### config.mk
export PLATFORM = sky130hd
export DESIGN_NAME = pong_game_core
export DESIGN_NICKNAME = d
export VERILOG_FILES = /design/src/rtl/pong_game_core.sv
export SDC_FILE = /design/constraint.sdc
export NUM_CORES = 1
export LEC_CHECK = 0
export ABC_CLOCK_PERIOD_IN_PS = 6370
export CAP_MARGIN = 20
export CORE_MARGIN = 4
export CORE_UTILIZATION = 48
export DETAILED_ROUTE_END_ITERATION = 7
export PLACE_DENSITY = 0.68
export SLEW_MARGIN = 15
export SYNTH_ARGS = -nofsm -noshare
export SYNTH_HDL_FRONTEND = slang
export SYNTH_SLANG_ARGS = --single-unit
### constraint.sdc
create_clock -name clk -period 6.37 [get_ports clk]
set_input_delay 1.911 -clock clk [delete_from_list [all_inputs] [get_ports clk]]
set_output_delay 1.911 -clock clk [all_outputs]
set_load 0.005 [all_outputs]
### src/rtl/pong_game_core.sv
// Frame-rate game engine for pong: ball/paddle motion, collisions, BCD scoring
// and the serve/play/point/game-over state machine. Everything steps on frame_tick.
module pong_game_core #(
  parameter int H_ACTIVE     = 640,
  parameter int V_ACTIVE     = 480,
  parameter int BALL_SIZE    = 8,
  parameter int BALL_V       = 2,
  parameter int PADDLE_H     = 64,
  parameter int PADDLE_W     = 4,
  parameter int PADDLE_V     = 4,
  parameter int LP_X         = 16,
  parameter int RP_X         = 620,
  parameter int SERVE_FRAMES = 30,
  parameter int WIN_SCORE    = 5
) (
  input  logic        clk,
  input  logic        reset,
  input  logic        frame_tick,
  input  logic        start,
  input  logic        p1_up,
  input  logic        p1_down,
  input  logic        p2_up,
  input  logic        p2_down,
  input  logic        ai_mode,
  output logic [9:0]  ball_x,
  output logic [9:0]  ball_y,
  output logic [9:0]  pad1_y,
  output logic [9:0]  pad2_y,
  output logic [15:0] score,
  output logic [2:0]  state,
  output logic [1:0]  winner,
  output logic        point_pulse
);

  typedef enum logic [2:0] {
    ST_IDLE     = 3'd0,
    ST_SERVE    = 3'd1,
    ST_PLAY     = 3'd2,
    ST_POINT    = 3'd3,
    ST_GAMEOVER = 3'd4
  } state_t;

  localparam logic signed [10:0] HA       = 11'(H_ACTIVE);
  localparam logic signed [10:0] VA       = 11'(V_ACTIVE);
  localparam logic signed [10:0] BS       = 11'(BALL_SIZE);
  localparam logic signed [10:0] BV       = 11'(BALL_V);
  localparam logic signed [10:0] PH       = 11'(PADDLE_H);
  localparam logic signed [10:0] PV       = 11'(PADDLE_V);
  localparam logic signed [10:0] LP_FACE  = 11'(LP_X + PADDLE_W);
  localparam logic signed [10:0] RP_FACE  = 11'(RP_X);
  localparam logic signed [10:0] PAD_MAX  = 11'(V_ACTIVE - PADDLE_H);
  localparam logic signed [10:0] BALL_X0  = 11'((H_ACTIVE - BALL_SIZE) / 2);
  localparam logic signed [10:0] BALL_Y0  = 11'((V_ACTIVE - BALL_SIZE) / 2);
  localparam logic signed [10:0] PAD_Y0   = 11'((V_ACTIVE - PADDLE_H) / 2);
  localparam logic signed [10:0] HALF_B   = 11'(BALL_SIZE / 2);
  localparam logic signed [10:0] HALF_P   = 11'(PADDLE_H / 2);
  localparam int                 CW       = (SERVE_FRAMES > 1) ? $clog2(SERVE_FRAMES) : 1;
  localparam logic [CW-1:0]      SERVE_LAST = CW'(SERVE_FRAMES - 1);
  localparam logic [7:0]         WIN_BCD  = 8'(((WIN_SCORE / 10) * 16) + (WIN_SCORE % 10));

  function automatic logic [7:0] bcd_inc(input logic [7:0] v);
    logic [7:0] r;
    if (v[3:0] == 4'd9) begin
      if (v[7:4] == 4'd9) r = 8'h00;
      else                r = {v[7:4] + 4'd1, 4'd0};
    end else begin
      r = {v[7:4], v[3:0] + 4'd1};
    end
    return r;
  endfunction

  function automatic logic signed [10:0] pad_step(input logic signed [10:0] y,
                                                  input logic up, input logic dn);
    logic signed [10:0] r;
    if (up && !dn) begin
      if (y < PV) r = 11'sd0;
      else        r = y - PV;
    end else if (dn && !up) begin
      if (y > PAD_MAX - PV) r = PAD_MAX;
      else                  r = y + PV;
    end else begin
      r = y;
    end
    return r;
  endfunction

  function automatic logic overlap(input logic signed [10:0] by, input logic signed [10:0] py);
    return (by + BS > py) && (by < py + PH);
  endfunction

  // Saturate to the unsigned output range; negatives never reach a port.
  function automatic logic [9:0] to_u10(input logic signed [10:0] v);
    logic [9:0] r;
    if (v[10]) r = 10'd0;
    else       r = v[9:0];
    return r;
  endfunction

  state_t             state_r, state_nx_s;
  logic [9:0]         ball_x_r, ball_y_r, pad1_r, pad2_r;
  logic               dir_x_r, dir_y_r, dir_x_nx_s, dir_y_nx_s;
  logic [15:0]        score_r, score_nx_s;
  logic [1:0]         winner_r, winner_nx_s;
  logic               pulse_r, pulse_nx_s;
  logic               scorer_r, scorer_nx_s;
  logic [CW-1:0]      serve_cnt_r, serve_cnt_nx_s;
  logic signed [10:0] bx_s, by_s, p1_s, p2_s;
  logic signed [10:0] bx_nx_s, by_nx_s, p1_nx_s, p2_nx_s;
  logic signed [10:0] p1_mv_s, p2_mv_s;
  logic               ai_up_s, ai_dn_s, p2_up_s, p2_dn_s;

  assign bx_s = $signed({1'b0, ball_x_r});
  assign by_s = $signed({1'b0, ball_y_r});
  assign p1_s = $signed({1'b0, pad1_r});
  assign p2_s = $signed({1'b0, pad2_r});

  // Automatic right paddle chases the ball centre with a PADDLE_V dead band.
  assign ai_up_s = (by_s + HALF_B) < (p2_s + HALF_P - PV);
  assign ai_dn_s = (by_s + HALF_B) > (p2_s + HALF_P + PV);
  assign p2_up_s = ai_mode ? ai_up_s : p2_up;
  assign p2_dn_s = ai_mode ? ai_dn_s : p2_down;
  assign p1_mv_s = pad_step(p1_s, p1_up, p1_down);
  assign p2_mv_s = pad_step(p2_s, p2_up_s, p2_dn_s);

  // Next-state and next-datapath logic, evaluated once per frame tick
  always_comb begin
    state_nx_s     = state_r;
    bx_nx_s        = bx_s;
    by_nx_s        = by_s;
    p1_nx_s        = p1_s;
    p2_nx_s        = p2_s;
    dir_x_nx_s     = dir_x_r;
    dir_y_nx_s     = dir_y_r;
    score_nx_s     = score_r;
    winner_nx_s    = winner_r;
    pulse_nx_s     = 1'b0;
    scorer_nx_s    = scorer_r;
    serve_cnt_nx_s = serve_cnt_r;
    if (frame_tick) begin
      case (state_r)
        ST_IDLE, ST_GAMEOVER: begin
          if (start) begin
            state_nx_s     = ST_SERVE;
            serve_cnt_nx_s = '0;
            bx_nx_s        = BALL_X0;
            by_nx_s        = BALL_Y0;
            score_nx_s     = 16'h0000;
            winner_nx_s    = 2'b00;
          end else begin
            state_nx_s = state_r;
          end
        end
        ST_SERVE: begin
          p1_nx_s = p1_mv_s;
          p2_nx_s = p2_mv_s;
          if (serve_cnt_r == SERVE_LAST) state_nx_s = ST_PLAY;
          else                           serve_cnt_nx_s = serve_cnt_r + CW'(1);
        end
        ST_PLAY: begin
          p1_nx_s = p1_mv_s;
          p2_nx_s = p2_mv_s;
          if (!dir_y_r && (by_s < BV)) begin
            by_nx_s    = 11'sd0;
            dir_y_nx_s = 1'b1;
          end else if (dir_y_r && (by_s + BS + BV > VA)) begin
            by_nx_s    = VA - BS;
            dir_y_nx_s = 1'b0;
          end else if (dir_y_r) begin
            by_nx_s = by_s + BV;
          end else begin
            by_nx_s = by_s - BV;
          end
          // Paddle faces are tested before the misses behind them.
          if (!dir_x_r && (bx_s >= LP_FACE) && (bx_s - BV < LP_FACE) && overlap(by_s, p1_mv_s)) begin
            bx_nx_s    = LP_FACE;
            dir_x_nx_s = 1'b1;
          end else if (!dir_x_r && (bx_s < BV)) begin
            bx_nx_s          = 11'sd0;
            score_nx_s[15:8] = bcd_inc(score_r[15:8]);
            scorer_nx_s      = 1'b1;
            dir_x_nx_s       = 1'b1;
            pulse_nx_s       = 1'b1;
            state_nx_s       = ST_POINT;
          end else if (dir_x_r && (bx_s + BS <= RP_FACE) && (bx_s + BS + BV > RP_FACE) && overlap(by_s, p2_mv_s)) begin
            bx_nx_s    = RP_FACE - BS;
            dir_x_nx_s = 1'b0;
          end else if (dir_x_r && (bx_s + BS + BV >= HA)) begin
            bx_nx_s         = HA - BS;
            score_nx_s[7:0] = bcd_inc(score_r[7:0]);
            scorer_nx_s     = 1'b0;
            dir_x_nx_s      = 1'b0;
            pulse_nx_s      = 1'b1;
            state_nx_s      = ST_POINT;
          end else if (dir_x_r) begin
            bx_nx_s = bx_s + BV;
          end else begin
            bx_nx_s = bx_s - BV;
          end
        end
        ST_POINT: begin
          p1_nx_s = p1_mv_s;
          p2_nx_s = p2_mv_s;
          if (!scorer_r && (score_r[7:0] == WIN_BCD)) begin
            state_nx_s  = ST_GAMEOVER;
            winner_nx_s = 2'b01;
          end else if (scorer_r && (score_r[15:8] == WIN_BCD)) begin
            state_nx_s  = ST_GAMEOVER;
            winner_nx_s = 2'b10;
          end else begin
            state_nx_s     = ST_SERVE;
            serve_cnt_nx_s = '0;
            bx_nx_s        = BALL_X0;
            by_nx_s        = BALL_Y0;
          end
        end
        default: state_nx_s = ST_IDLE;
      endcase
    end else begin
      state_nx_s = state_r;
    end
  end

  // State and datapath registers; every output comes straight from here
  always_ff @(posedge clk or posedge reset) begin
    if (reset) begin
      state_r     <= ST_IDLE;
      ball_x_r    <= to_u10(BALL_X0);
      ball_y_r    <= to_u10(BALL_Y0);
      pad1_r      <= to_u10(PAD_Y0);
      pad2_r      <= to_u10(PAD_Y0);
      dir_x_r     <= 1'b1;
      dir_y_r     <= 1'b1;
      score_r     <= 16'h0000;
      winner_r    <= 2'b00;
      pulse_r     <= 1'b0;
      scorer_r    <= 1'b0;
      serve_cnt_r <= '0;
    end else begin
      state_r     <= state_nx_s;
      ball_x_r    <= to_u10(bx_nx_s);
      ball_y_r    <= to_u10(by_nx_s);
      pad1_r      <= to_u10(p1_nx_s);
      pad2_r      <= to_u10(p2_nx_s);
      dir_x_r     <= dir_x_nx_s;
      dir_y_r     <= dir_y_nx_s;
      score_r     <= score_nx_s;
      winner_r    <= winner_nx_s;
      pulse_r     <= pulse_nx_s;
      scorer_r    <= scorer_nx_s;
      serve_cnt_r <= serve_cnt_nx_s;
    end
  end

  assign ball_x      = ball_x_r;
  assign ball_y      = ball_y_r;
  assign pad1_y      = pad1_r;
  assign pad2_y      = pad2_r;
  assign score       = score_r;
  assign state       = state_r;
  assign winner      = winner_r;
  assign point_pulse = pulse_r;

endmodule
After elaboration in Yosys (flattened, before gate mapping)
Index checks and enable logic that the tools add are counted.

Register bits: 70. Output and inout bits: 62. Word-level logic and storage cells: 225.

Add/sub/neg operators: 23. $lt $le $gt $ge: 18. Eq/ne operators: 33. Mux-type cells: 79. Bitwise gates (word level): 1. Reduce and logical (&&, ||, !) cells: 56.

Operators with widths (count): $mux W11 (22); $mux W10 (10); $pmux W11 S3 (2); $mux W8 (8); $add A10 B3 Y11 const B (3); $gt A11 B11 Y1 (3); $lt A11 B11 Y1 (3); $mux W16 (2); $pmux W16 S2 (1); $ne A3 B3 Y1 const B (9); $ne A2 B2 Y1 const B (13); $mux W3 (8); $add A10 B2 Y11 const B (2); $add A10 B4 Y11 const B (2); $add A11 B3 Y11 const B (2); $add A11 B8 Y11 const B (2); $sub A10 B2 Y11 const B (2); $sub A10 B3 Y11 const B (2); $gt A10 B9 Y1 const B (2); $lt A10 B2 Y1 const B (2); $lt A10 B3 Y1 const B (2); $mux W5 (4); $reduce_and A5 Y1 (4); $reduce_bool A2 Y1 (10); 36 further kinds (90).

Logic depth before layout (Yosys ltp)
Gate-level depths: netlist of run 1.

Depth after elaboration: 19. Gate-level depth with buffers: 31. Depth with buffers taken out: 31.

Worst setup path before layout of run 1
No wires, ideal clock.

Path type: register to register. Start point: reg pad2_r[5], in the netlist pad2_y[5]. End point: reg score_r[5], in the netlist score[5]. Library setup time: 0.079 ns. Data arrival time: 6.259 ns. Required time: 6.291 ns. Setup slack: 0.032 ns. Stages on the path, launching flop included: 31. Path buffers: 1. Cell sequence: dfrtp_1 > buf_2 > clkinv_1 > ha_1 > or3_1 > nand2_1 > o21ai_0 > a31oi_1 > ha_1 > and4_1 > and3_1 > a221oi_1 > a21o_1 > nand2_1 > or3_1 > a21oi_1 > a311oi_1 > inv_1 > ha_1 > inv_1 > xnor2_1 > ha_1 > nor2b_1 > o21ai_0 > and3_1 > and4_1 > o311ai_1 > or3_1 > a211oi_4 > o32a_4 > mux2i_1.

Cells in the longest elaborated chain, start to end: 14.

Ends and longest elaborated chain: start: declaration (line 100) `logic [9:0] ball_x_r, ball_y_r, pad1_r, pad2_r;`; start signal: assignment (line 230) `pad2_r <= to_u10(PAD_Y0);`; start signal: assignment (line 243) `pad2_r <= to_u10(p2_nx_s);`; $add A10 B6 Y11 (line 118, 119); $sub A11 B4 Y11 (line 118) `assign ai_up_s = (by_s + HALF_B) < (p2_s + HALF_P - PV);`; $lt A11 B11 Y1 (line 118); $mux W1 (line 120) `assign p2_up_s = ai_mode ? ai_up_s : p2_up;`; $logic_not A1 Y1 (line 78) `end else if (dn && !up) begin`; $logic_and A1 B1 Y1 (line 78); $mux W11 (line 78); $mux W11 (*) (line 75) `if (up && !dn) begin`; $add A11 B8 Y11 (line 88) `return (by + BS > py) && (by < py + PH);`; $lt A11 B11 Y1 (line 88); $logic_and A1 B1 Y1 (*) (line 88); $logic_and A1 B1 Y1 (*) (line 184) `end else if (dir_x_r && (bx_s + BS <= RP_FACE) && (bx_s + BS + BV > RP_FACE) && overlap(by_s, p2_mv_s)) begin`; $ne A2 B2 Y1 (no line) (*); $reduce_and A8 Y1 (no line) (*); end signal: assignment (line 246) `score_r <= score_nx_s;`; end: declaration (line 102) `logic [15:0] score_r, score_nx_s;`.

Every way passes the cells marked *; elsewhere a longest branch is shown, timed or not. A chain may end at the register's enable or synchronous reset.

Worst setup path after layout of run 1
Start point: reg pad2_r[3], in the netlist pad2_y[3]. End point: reg ball_x_r[2], in the netlist ball_x[2].

Cells in the longest elaborated chain, start to end: 19.

Ends and longest elaborated chain: $add A10 B6 Y11 (line 118, 119); $sub A11 B4 Y11 (line 118); $lt A11 B11 Y1 (line 118); $mux W1 (line 120); $logic_not A1 Y1 (line 78); $logic_and A1 B1 Y1 (line 78); $mux W11 (line 78); $mux W11 (*) (line 75); (+3 left out); $logic_and A1 B1 Y1 (*) (line 184); $mux W11 (*) (line 184); $mux W11 (*) (line 177) `end else if (!dir_x_r && (bx_s < BV)) begin`; $mux W11 (*) (line 174) `if (!dir_x_r && (bx_s >= LP_FACE) && (bx_s - BV < LP_FACE) && overlap(by_s, p1_mv_s)) begin`; $pmux W11 S3 (*) (line 140) `case (state_r)`; $mux W11 (*) (line 139) `if (frame_tick) begin`; $ne A3 B3 Y1 (no line), or another cell as far along; $reduce_and A5 Y1 (no line); end signal: assignment (line 227) `ball_x_r <= to_u10(BALL_X0);`; end signal: assignment (line 240) `ball_x_r <= to_u10(bx_nx_s);`; end: declaration (line 100).

Every way passes the cells marked *; elsewhere a longest branch is shown, timed or not. The select of a mux whose other input is x is not followed.

==> impl_results.md, run 1 <==
* Status: complete, no violations
* DIE HEIGHT at 135 µm
* Main synth FF type: dfrtp_1
* Minimum clock period after layout at 6.13 ns
* # port buffers at 68
* Antenna violations before repair at 0
* Clk_skew at 0.00843 ns
* Die footprint at 0.0181 mm²
* Crit path max fanout at 5
* Post-synth EDFFs at 0
* Rows at 46
* Residual DRC count at 0
* Pre-CTS setup slack at -0.0981 ns
* Post-layout instance area at 0.00970 mm²
* Synth Cell Area at 0.00770 mm²
* Worst vdd ir at 0.000169 V
* Core area at 0.0158 mm²
* Clock-pin slew on the worst setup and hold paths at 0.06 ns
* Top Usage Layer GRT: met2
* Area grow syn2layout at 26.1%
* Max cap viols at 0
* Die width at 135 µm
* Routed WL at 24300 µm
* Antenna diode count at 0
* M2 GR Usage at 41.1%
* Leakage power total at 4.06 nW
* Sum of buffers and inverters on the critical path at 5
* CTS Buf Count at 9
* Clk_lat worst skew at 0.35 ns
* Post-Syn Area per Cell at 7.70 µm²
* DR iter-0 viols at 808
* Grt met1 use at 37.0%
* All-Layer GR Usage at 26.5%
* Layout Nets at 1222
* GR Overflow Total at 0
* Most frequent cells in the layout: nand2_1 (120), o21ai_0 (87), buf_4 (87)
* Crit path top cell by count: or3_4
* Fin. Hold Viols at 0
* CTS Hold Bufs at 0
* Synth unique cells at 86
* Multi-input logic area at 0.00587 mm²
* Commonest non-fill, non-tap cell in the layout: nand2_1
* Via/cell ratio at 5.99
* Largest stage delay, worst path at 0.41 ns
* CTS Sinks at 68
* Pin count of the biggest net entering global routing at 44
* Ratio of final minimum period to clock period at 96.2%
* Filler Cell Count at 1453
* Clock Path Buffers at 2
* Post-synthesis register bit count at 68
* Kind of critical path: reg -> reg
* Crit. End Element: register
* Effective utilization at floorplan at 48.8%
* F_max at 163 MHz
* First-pass GRT wire length at 38900 µm
* CTS tree: yes
* Arr. time, crit path at 6.39 ns
* Top Ports at 71
* ANT nets after route at 0
* H-tree depth at 3
* Post-Syn Instances at 1000
* Slew Viols, Final at 0
* Syn. warnings at 0
* FFs w/ async S/R, synth at 100%
* DRT Pass-1 Iters at 6
* CP top delay family: simple AND/OR/NAND/NOR gates
* Pwr per Cell Area at 373 mW/mm²
* Hold Crit Class: reg -> reg
* Drt wl/cell at 18.1 µm
* Setup crit start kind: register
* Worst setup margin at 0.240 ns
* CTS root buffer: clkbuf_16
* Layout cell share with drive strength beyond 1 at 17.7%
* FF+latch area at 0.00173 mm²
* Routed via count at 8058
* Vias in the first global route at 7459
* Worst slew margin at 33.3%
* Sequential-to-total area share from yosys stat at 22.4%
* WP data required at 6.63 ns
* Worst Tran Pin Value at 0.991 ns
* HPWL Detailed at 18300 µm
* Met3 usage at 4.69%
* Placed Instance Area at 0.00906 mm²
* Slowest stage cell, crit path: or3_4
* Gp weighted congestion at 0.988
* Final setup fails at 0
==> sequential cells by signal (all words and copies together), names as in the netlist <==
| signal | count |
|---|---|
| winner | 2 |
| serve_cnt_r | 5 |
| pad2_y | 10 |
| score | 16 |
| ball_x | 9 |
| point_pulse | 1 |
| state | 3 |
| dir_x_r | 1 |
| pad1_y | 10 |
| scorer_r | 1 |
| ball_y | 9 |
| dir_y_r | 1 |
==> metrics by stage <==
stage	cells	hold slack, ns	TNS (ns)	utilization, %	total power, W
5_1_grt	1345	0.498	-0.165	61.5	0.00391
6_report	1345	0.485	0	61.5	0.00362
3_3_place_gp	1321	0.466	0	57.5	0.00291
4_1_cts	1337	0.483	0	59.2	0.00341
3_5_place_dp	1321	0.469	-0.244	57.5	0.00291
2_1_floorplan	1001	0.446	0	-	0.00211
==> layout make-up <==
class                   count  share of cell area [%]
multi-input cells         832                    60.5
clock buffers              11                    2.50
repair buffers            156                    13.9
flip-flops and latches     68                    17.8
inverters                  57                    2.21
clock inverters             5                   0.387
well taps                 216                    2.79
==> report_power, final <==
part | switching, W | total, W | internal (W)
logic | 0.00132 | 0.00241 | 0.00109
clock network | 0.000206 | 0.000481 | 0.000275
registers | 0.000183 | 0.000730 | 0.000547
total | 0.00171 | 0.00362 | 0.00191
==> metal layers <==
metal  routed length (µm)  up-vias
met4                  754        0
met1                10900     3758
met3                 1690       52
met2                11000      321
li1                     -     3927
met5                    0        -
==> worst paths after layout <==
check,depth (start not counted),from,slack (ns),end
worst min register to register,1,serve_cnt_r[4],0.49,serve_cnt_r[4]
worst max-delay path,32,pad2_y[3],0.24,ball_x[2]
worst max register to register,32,pad2_y[3],0.24,ball_x[2]
max in group asynchronous,3,reset,3.31,ball_y[3]
worst min-delay path,1,serve_cnt_r[4],0.49,serve_cnt_r[4]
min in group asynchronous,2,reset,2.10,score[1]
==> cell usage after synthesis (15+ instances only) <==
| cell type | number | share of area, % |
|---|---|---|
| nand2_1 | 121 | 5.9 |
| xor2_1 | 16 | 1.8 |
| a31oi_1 | 15 | 1.2 |
| inv_1 | 56 | 2.7 |
| nor2_1 | 66 | 3.2 |
| nor2b_1 | 16 | 1.3 |
| clkbuf_1 | 33 | 1.6 |
| nand3_1 | 46 | 3.0 |
| o21ai_0 | 91 | 5.9 |
| a21oi_1 | 57 | 3.7 |
| nor3_1 | 25 | 1.6 |
| dfstp_2 | 18 | 6.1 |
| xnor2_1 | 29 | 3.3 |
| dfrtp_1 | 50 | 16 |
| ha_1 | 89 | 14 |
| a21o_1 | 18 | 1.8 |
| o31ai_1 | 17 | 1.7 |
==> logic make-up after synthesis <==
| logic type | after synthesis | share of synthesized area (%) |
|---|---|---|
| AOI/OAI and AO/OA | 304 | 26.6 |
| xor gates and xnor gates | 45 | 5.12 |
| adders and majority gates | 91 | 14.7 |
| buffers and inverters | 101 | 5.23 |
| DFF | 68 | 22.4 |
| muxes | 6 | 0.845 |
| other | 1 | 0.0487 |
| and+or+nand+nor | 384 | 25.0 |
==> timing repair <==
action / in CTS / in global routing
gates resized for setup: 0 / 58
hold endpoints to repair: 0 / 0
endpoints found under the setup margin: 0 / 21
buffers inserted: 0 / 8
Power figures use the tool's default switching activity.
==> run 2, diff against run 1 <==
--- a/config.mk
+++ b/config.mk
@@ -5,6 +5,7 @@
 export SDC_FILE = /design/constraint.sdc
 export NUM_CORES = 1
 export LEC_CHECK = 0
+export ABC_AREA = 1
 export ABC_CLOCK_PERIOD_IN_PS = 6370
 export CAP_MARGIN = 20
 export CORE_MARGIN = 4
==> run 2 against run 1 <==
  * Global-route usage decreased by 2.0 points
  * Flip-flop and latch count unchanged
  * Fmax increased by 9.5%
  * Critical path depth decreased by 6
  * Sequential power increased by 20%
  * Design area decreased by 7.9%
  * Register-to-register slack improved by 0.58 ns
  * Area after synthesis increased by 0.72%
  * Core utilization decreased by 5.1 points
  * Routed wire length decreased by 10%
  * Critical endpoint is now ball_x[9]
  * Largest cell class unchanged
==> impl_results.md, run 2 <==
* Setup total negative slack at 0 ns
* GR Overflow Total at 0
* Drt wl/cell at 15.2 µm
* Placed Instance Area at 0.00865 mm²
* Pwr per Cell Area at 479 mW/mm²
* Rows at 46
* Routed via count at 7806
* H-tree depth at 3
* Syn. warnings at 0
* Vias in the first global route at 7456
* Post-layout instance area at 0.00893 mm²
* Commonest cells post-synth: nand2_1 (254), inv_1 (167), nor2_1 (97)
* ANT nets after route at 0
* Worst vdd ir at 0.000260 V
* CTS Buf Count at 9
* Antenna violations before repair at 0
* Layout cell share with drive strength beyond 1 at 8.11%
* Post-Syn Instances at 1151
* CTS tree: yes
* Most frequent cells in the layout: nand2_1 (254), inv_1 (166), nor2_1 (97)
* CTS Sinks at 68
* Leakage power total at 4.43 nW
* Crit path top cell by count: nand2_1
* Via/cell ratio at 5.43
* Die footprint at 0.0182 mm²
* All-Layer GR Usage at 24.5%
* Status: complete, no violations
* Die width at 135 µm
* Antenna diode count at 0
* Clock Path Buffers at 2
* Pin count of the biggest net entering global routing at 36
* Hold Crit Class: reg -> reg
* Commonest non-fill, non-tap cell in the layout: nand2_1
* CTS root buffer: clkbuf_16
* Ratio of final minimum period to clock period at 87.9%
* WP data required at 6.62 ns
* Post-CTS Setup Repair Bufs at 0
* Largest register FFs at 16
* Largest stage delay, worst path at 0.45 ns
* CP top delay family: simple AND/OR/NAND/NOR gates
* Top Ports at 71
* Kind of critical path: in -> reg
* Clk_skew at 0.0112 ns
* F_max at 179 MHz
* Slowest stage cell, crit path: clkdlybuf4s50_1
* Crit. End Element: register
* Minimum clock period after layout at 5.60 ns
* Residual DRC count at 0
* # port buffers at 68
* Slew Viols, Final at 0
* HPWL Detailed at 17300 µm
* Core area at 0.0158 mm²
* Post-synth EDFFs at 0
* Clock-pin slew on the worst setup and hold paths at 0.06 ns
* Synth unique cells at 58
* Max cap viols at 0
* Most common cell in the synthesized netlist: nand2_1
* DIE HEIGHT at 135 µm
* Layout Nets at 1314
* Gp weighted congestion at 0.913
* First-pass GRT wire length at 36700 µm
* Synth Cell Area at 0.00775 mm²
* Effective utilization at floorplan at 49.0%
* Sum of buffers and inverters on the critical path at 6
* Clk_lat worst skew at 0.34 ns
* Final setup fails at 0
* CTS Hold Bufs at 0
* Area leader, netlist: dfrtp_1
* DRT Pass-1 Iters at 5
* Area grow syn2layout at 15.2%
* Routed WL at 21800 µm
* Main synth FF type: dfrtp_1
* Hold_ws at 0.523 ns
* Synth area leaders: dfrtp_1 (16%), ha_1 (14%), nand2_1 (12%)
* Post-Syn Area per Cell at 6.73 µm²
* Setup crit start kind: primary input
* Arr. time, crit path at 5.85 ns
* Worst slew margin at 46.3%
* Post-synthesis register bit count at 68
* Worst Tran Pin Value at 0.796 ns
* Unrepaired setup endpoints after global routing: no
* Crit path max fanout at 6
* Top cell type's share of synthesized area at 16.1%
* FFs w/ async S/R, synth at 100%
* Fin. Hold Viols at 0
* Sequential-to-total area share from yosys stat at 22.2%
* # resized after CTS at 0
* DR iter-0 viols at 590
[run 2: cell types whose count changed in the layout (fill, tap and decap cells not counted), sizes merged, moves of 22 or more]
cell / before / now
buf: 88 / 6
inv: 56 / 177
nor2: 67 / 107
xnor2: 29 / 7
nand3: 46 / 89
xor2: 16 / 47
nand2: 121 / 270
[run 2: path summary, 6_finish.rpt]
path	startpoint	to	slack (ns)	cells past startpoint
worst max-delay path	p1_down	ball_x[9]	0.77	26
max in group asynchronous	reset	ball_y[2]	3.37	3
worst min-delay path	ball_x[2]	ball_x[2]	0.52	2
worst max register to register	pad2_y[2]	score[2]	0.82	33
worst min register to register	ball_x[2]	ball_x[2]	0.52	2
min in group asynchronous	reset	serve_cnt_r[2]	2.02	2
[run 2: stage by stage]
stage | total power, W | worst slack [ns] | util [%] | std cells
final | 0.00428 | 0.771 | 56.4 | 1437
after global routing | 0.00474 | 0.198 | 56.4 | 1437
after CTS | 0.00427 | 0.798 | 56.4 | 1437
after detailed placement | 0.00375 | 0.466 | 54.6 | 1421
after global placement | 0.00373 | 0.462 | 54.6 | 1421
after floorplan | 0.00287 | 1.55 | - | 1152
[run 2: cell families after synthesis]
family	Yosys count	synth area share [%]
AND/OR/NAND/NOR	545	32.2
buffers and inverters	201	10.1
AO/OA/AOI/OAI	193	14.7
adder cells (fa/ha/maj)	89	14.4
flip-flops	68	22.2
XOR/XNOR	54	6.30
other	1	0.0484
[run 2: metal layers]
layer,wire length (µm),global-route usage [%]
met1,9840,32.0
met2,10500,42.8
met3,980,2.94
met4,438,6.77
met5,0,0
[run 2: power breakdown]
group	switching [W]	internal, W
registers	0.000270	0.000604
clock network	0.000198	0.000301
logic	0.00179	0.00111
[run 2: layout make-up]
cell class                 count  area (µm²)
clock buffer                  11         233
clock inverter                 5        52.6
fill                        1599        6900
inverter                     180         676
multi-input combinational    883        5250
sequential                    68        1720
tap                          216         270
timing repair buffer          74         726
[run 2: worst reg2reg max path, delay by kind of cell (launching register included)]
kind                       cells  cell delay, ns
xor gates and xnor gates       2            0.27
adders and majority gates      3            0.75
DFF                            1            0.47
AOI/OAI and AO/OA              2            0.43
and+or+nand+nor               22            2.99
buffers and inverters          4            0.51
